==> config.mk <==
export PLATFORM = sky130hd
export DESIGN_NAME = dbus_decoder
export DESIGN_NICKNAME = d
export VERILOG_FILES = /design/src/rtl/dbus_decoder.sv
export SDC_FILE = /design/constraint.sdc
export NUM_CORES = 1
export LEC_CHECK = 0
export ABC_AREA = 1
export BUFFER_PORTS_ARGS = -buffer_cell sky130_fd_sc_hd__buf_2
export CAP_MARGIN = 20
export CORE_MARGIN = 10
export CORE_UTILIZATION = 44
export DETAILED_ROUTE_END_ITERATION = 6
export GPL_ROUTABILITY_DRIVEN = 1
export PLACE_DENSITY = 0.81
export SYNTH_ARGS = -nofsm -noshare
export SYNTH_HDL_FRONTEND = slang
export SYNTH_SLANG_ARGS = --single-unit
==> constraint.sdc <==
create_clock -name CLK -period 1.8 [get_ports CLK]
set_clock_uncertainty 0.2 [all_clocks]
set_input_delay 0.18 -clock CLK [delete_from_list [all_inputs] [get_ports CLK]]
set_output_delay 0.18 -clock CLK [all_outputs]
set_load 0.02 [all_outputs]
==> src/rtl/dbus_decoder.sv <==
// rtl/dbus_decoder.sv - single-master data bus decoder with per-slave wait states
// Optional miss capture (ERR_ADDR/ERR_CNT) is built when DBUS_ERR_CAPTURE_EN is defined.
module dbus_decoder #(
  parameter int                 NSLV  = 2,
  parameter int                 RBITS = 12,
  parameter logic [NSLV*32-1:0] BASE  = {32'h7ff0_0000, 32'h0010_0000},
  parameter logic [NSLV*4-1:0]  WAIT  = {4'd2, 4'd0}
) (
  input  logic                CLK,
  input  logic                RST,
  input  logic                M_VALID,
  input  logic [29:0]         M_ADDR,
  input  logic [31:0]         M_WDATA,
  input  logic [3:0]          M_WSTB,
  output logic                M_READY,
  output logic [31:0]         M_RDATA,
  output logic                M_ERR,
`ifdef DBUS_ERR_CAPTURE_EN
  output logic [31:0]         ERR_ADDR,
  output logic [7:0]          ERR_CNT,
`endif
  output logic [NSLV-1:0]     S_CE,
  output logic [29:0]         S_ADDR,
  output logic [31:0]         S_WDATA,
  output logic [3:0]          S_WSTB,
  input  logic [NSLV*32-1:0]  S_RDATA
);

  localparam int IW = (NSLV > 1) ? $clog2(NSLV) : 1;

  typedef enum logic [1:0] {ST_IDLE, ST_WAIT, ST_RESP} state_t;

  state_t        state, state_nx;
  logic [IW-1:0] dec_idx, idx_q;
  logic          dec_hit, hit_q;
  logic [3:0]    dec_wait, cnt_q;
  logic [29:0]   addr_q;
  logic [31:0]   wdata_q;
  logic [3:0]    wstb_q;
  logic          accept;

  // Scan from the top so the lowest matching index is the one left standing.
  always_comb begin
    dec_hit  = 1'b0;
    dec_idx  = '0;
    dec_wait = '0;
    for (int i = NSLV - 1; i >= 0; i--) begin
      if (M_ADDR[29 -: RBITS] == BASE[32*i+31 -: RBITS]) begin
        dec_hit  = 1'b1;
        dec_idx  = IW'(i);
        dec_wait = WAIT[4*i +: 4];
      end
    end
  end

  assign accept = (state == ST_IDLE) && M_VALID && !RST;

  always_comb begin
    state_nx = state;
    case (state)
      ST_IDLE: if (accept) state_nx = (dec_hit && dec_wait != 4'd0) ? ST_WAIT : ST_RESP;
      ST_WAIT: if (cnt_q == 4'd0) state_nx = ST_RESP;
      ST_RESP: state_nx = ST_IDLE;
      default: state_nx = ST_IDLE;
    endcase
  end

  // Counter is loaded with WAIT-1 so RESP lands exactly WAIT cycles after the first WAIT cycle.
  always_ff @(posedge CLK) begin
    if (RST) begin
      state   <= ST_IDLE;
      cnt_q   <= '0;
      idx_q   <= '0;
      hit_q   <= 1'b0;
      addr_q  <= '0;
      wdata_q <= '0;
      wstb_q  <= '0;
    end else begin
      state <= state_nx;
      if (accept) begin
        addr_q  <= M_ADDR;
        wdata_q <= M_WDATA;
        wstb_q  <= M_WSTB;
        idx_q   <= dec_idx;
        hit_q   <= dec_hit;
        cnt_q   <= (dec_hit && dec_wait != 4'd0) ? dec_wait - 4'd1 : 4'd0;
      end else if (state == ST_WAIT && cnt_q != 4'd0) begin
        cnt_q <= cnt_q - 4'd1;
      end
    end
  end

  // Strobes only pass through in the accept cycle, so each write hits the slave once.
  always_comb begin
    M_READY = 1'b0;
    M_ERR   = 1'b0;
    M_RDATA = '0;
    S_CE    = '0;
    S_WSTB  = '0;
    S_ADDR  = addr_q;
    S_WDATA = wdata_q;
    if (!RST) begin
      case (state)
        ST_IDLE: begin
          S_ADDR  = M_ADDR;
          S_WDATA = M_WDATA;
          if (accept && dec_hit) begin
            S_CE   = NSLV'(1) << dec_idx;
            S_WSTB = M_WSTB;
          end
        end
        ST_WAIT: begin
          if (hit_q) S_CE = NSLV'(1) << idx_q;
        end
        ST_RESP: begin
          if (hit_q) S_CE = NSLV'(1) << idx_q;
          M_READY = 1'b1;
          M_ERR   = !hit_q;
          if (hit_q && wstb_q == 4'd0) M_RDATA = S_RDATA[32*idx_q +: 32];
        end
        default: ;
      endcase
    end
  end

`ifdef DBUS_ERR_CAPTURE_EN
  // A zero count means no miss has been seen since reset, since the counter saturates.
  always_ff @(posedge CLK) begin
    if (RST) begin
      ERR_ADDR <= '0;
      ERR_CNT  <= '0;
    end else if (accept && !dec_hit) begin
      if (ERR_CNT != 8'd255) ERR_CNT <= ERR_CNT + 8'd1;
      if (ERR_CNT == 8'd0) ERR_ADDR <= {M_ADDR, 2'b00};
    end
  end
`endif

endmodule

==> run summary <==
clock sink count: 74
Seq cells post-synth: 74
share of cells above drive strength 1: 0.407
Final ANT Viol Nets: 0
Post-synth top flop: dfxtp_1
Post-synth ARST share: 0
Clock Tree Root: clkbuf_8
Worst-Margin Slew: 0.512 ns
Synth area leaders: dfxtp_1 38%, nand2_1 22%, o21ai_0 15%
length of the first detailed-routing pass in iterations: 7
Placed Cells: 960
post-place instance area: 5320 um^2
first-pass GRT wire length: 24.4 mm
final RePlAce weighted congestion: 0.884
Clock Tree Buf Depth: 2
Startpoint Class: register
largest net degree at the start of global routing: 61
hold path cells: 4
Residual DRC: 1
Critical Path End Type: output port
IO Pins: 235
Worst setup startpoint: state[0]$_SDFFE_PP0P_
DRT iter0 DRCs: 1005
Critical Path End: M_RDATA[6]
Yosys top cell by area: dfxtp_1
total grt overflow: 0
final hold violation count: 0
die width: 115 um
Initial Utilization: 0.452
Final Cell Area: 7590 um^2
Reg2Reg Setup Slack: -0.20 ns
# diodes: 0
Final period util: 1.27
Slew Limit Fails: 0
power per cell area: 726 nW/um^2
largest fanout on the critical path: 8
clk_lat worst skew: 0.37 ns
Commonest cells post-synth: 227 x nand2_1, 119 x o21ai_0, 74 x dfxtp_1, 74 x inv_1, 38 x a21oi_1
RSZ-0062 raised after global routing: yes
Worst Path Arrival: 1.91 ns
Worst-path clk slew: 0.08 ns
crit path kind: reg -> out
Finish-stage setup viols: 171
FF/Latch Area: 1490 um^2
worst r2r src: state[1]$_SDFFE_PP0P_
CTS tree: built
FF-to-FF path depth: 10
mapped cell area: 3940 um^2
Total GRT Usage: 0.225
Vias/cell: 5.90
setup ws final: -0.486 ns
Routed WL per cell: 22.4 um
number of global-route vias before repair: 5034
Post-synth EDFFs: 0
Multi-input gate area: 2460 um^2
synth warn: 0
Avg Inst Size Synth: 6.26 um^2
FILL cells: 406
DP HPWL: 10.3 mm
top-count cell post-synth: nand2_1
FP Rows: 34
Total Neg Setup Slack: -42.72 ns
total CTS buffers: 9
final net count: 1097
initial antenna violation count: 0
slew margin rel.: 0.656
Chip Height: 115 um
total number of vias: 6320
IO buf count: 234
routed wire length: 24.0 mm
die area: 13100 um^2
minimum clock period: 2.29 ns
Final Instance Count excl. Fillers: 1072
Peak Freq: 438 MHz
Hold Path Class: in -> reg
MaxCap Viol Count: 0
static leakage: 3.65 nW
Data required, critical path: 1.42 ns
P&R area growth vs syn: 92.7%
Syn Nets: 767
status: complete, but fails checks
Seq/Total Area, Yosys: 0.376
H-tree depth: 3
post-synthesis cell type count: 22
core footprint: 8720 um^2
R2R Path End: wdata_q[26]$_SDFFE_PP0P_
failing checks: DRC, setup timing
Synth Instances: 629
Yosys top cell area share: 0.376
Worst VDD drop: 0.476 mV
-- power breakdown --
part	internal (mW)	total, mW	switching (mW)	leakage, nW
clock network	0.831	1.56	0.729	0.111
logic	0.937	2.07	1.13	2.93
registers	1.78	1.88	0.100	0.610
-- what timing repair did --
| action | 4_1_cts | 5_1_grt |
|---|---|---|
| endpoints found under the setup margin | 101 | 169 |
| gates cloned | 0 | 20 |
| hold buffers | 65 | 0 |
| setup buffers | 2 | 9 |
| pin swaps | 1 | 16 |
| resized for setup | 69 | 248 |
| hold endpoints to repair | 65 | 0 |
-- worst max-delay path, stage by stage, from the launching register on --
cell	delay (ns)
dfxtp_2	0.34
inv_4	0.07
ha_4	0.14
nand2_4	0.06
nor3_4	0.19
nand4_1	0.13
buf_6	0.17
buf_12	0.15
a21oi_4	0.16
buf_6	0.14
-- placed cells by master (no fill, tap or decap), types with 9 or more instances in the layout --
| cell type | netlist | routed |
|---|---|---|
| nor2_1 | 18 | 16 |
| nand2_1 | 227 | 215 |
| buf_6 | 4 | 45 |
| dfxtp_1 | 74 | 72 |
| dlygate4sd3_1 | 0 | 65 |
| o21ai_0 | 119 | 60 |
| a21oi_2 | 0 | 25 |
| clkbuf_8 | 0 | 10 |
| a21oi_4 | 0 | 9 |
| o21ai_1 | 11 | 44 |
| buf_4 | 8 | 77 |
| buf_12 | 0 | 11 |
| inv_1 | 74 | 71 |
| clkbuf_16 | 0 | 11 |
| nand2_2 | 0 | 10 |
| buf_2 | 5 | 139 |
| o21ai_2 | 0 | 18 |
-- metrics by stage --
stage / setup slack (ns) / power (mW) / hold slack, ns / utilization
after global routing: -0.546 / 5.64 / 0.104 / 0.870
after floorplan: -0.109 / 2.58 / 0.109 / -
after CTS: -0.336 / 4.71 / 0.0269 / 0.733
final: -0.486 / 5.51 / 0.0841 / 0.870
after detailed placement: -0.0535 / 3.07 / 0.217 / 0.610
after global placement: -0.00913 / 3.06 / 0.213 / 0.610
-- layer usage --
layer | routed length [um] | global-route usage
met5 | 0 | 0
met4 | 2030 | 0.119
met1 | 7680 | 0.238
met3 | 2490 | 0.0634
met2 | 11800 | 0.396
-- area by class of cell --
cell class	count	area share
well taps	108	0.0178
flip-flops and latches	74	0.196
inverters	77	0.0387
repair buffers	352	0.394
clock buffers	11	0.0186
multi-input cells	445	0.324
clock inverters	5	0.0112
-- how the worst min path moves through the flow --
| stage | from | to | slack [ns] |
|---|---|---|---|
| finish | M_ADDR[29] | addr_q[29]$_SDFFE_PP0P_ | 0.08 |
| floorplan | M_WSTB[0] | wstb_q[0]$_SDFFE_PP0P_ | 0.11 |
| global placement | M_WSTB[3] | wstb_q[3]$_SDFFE_PP0P_ | 0.21 |
| CTS | M_ADDR[28] | hit_q$_SDFFE_PP0P_ | 0.03 |
| global route | M_ADDR[28] | hit_q$_SDFFE_PP0P_ | 0.10 |
| detailed placement | M_WSTB[2] | wstb_q[2]$_SDFFE_PP0P_ | 0.22 |
-- state kept, by name (all words and copies together), names as in the netlist --
register and count:
wdata_q 32, addr_q 30, cnt_q 4, wstb_q 4, state 2, hit_q 1
idx_q 1
-- kinds of logic (layout without fill, tap and decap cells) --
logic type / count (synthesis) / after routing / synth area share
adders and majority gates: 5 / 5 / 0.0159
xor gates and xnor gates: 1 / 1 / 0.00222
AOI/OAI and AO/OA: 168 / 168 / 0.214
and+or+nand+nor: 268 / 271 / 0.268
buffers and inverters: 113 / 445 / 0.125
DFF: 74 / 74 / 0.376
Note: power is estimated with default switching activity, not from simulation.
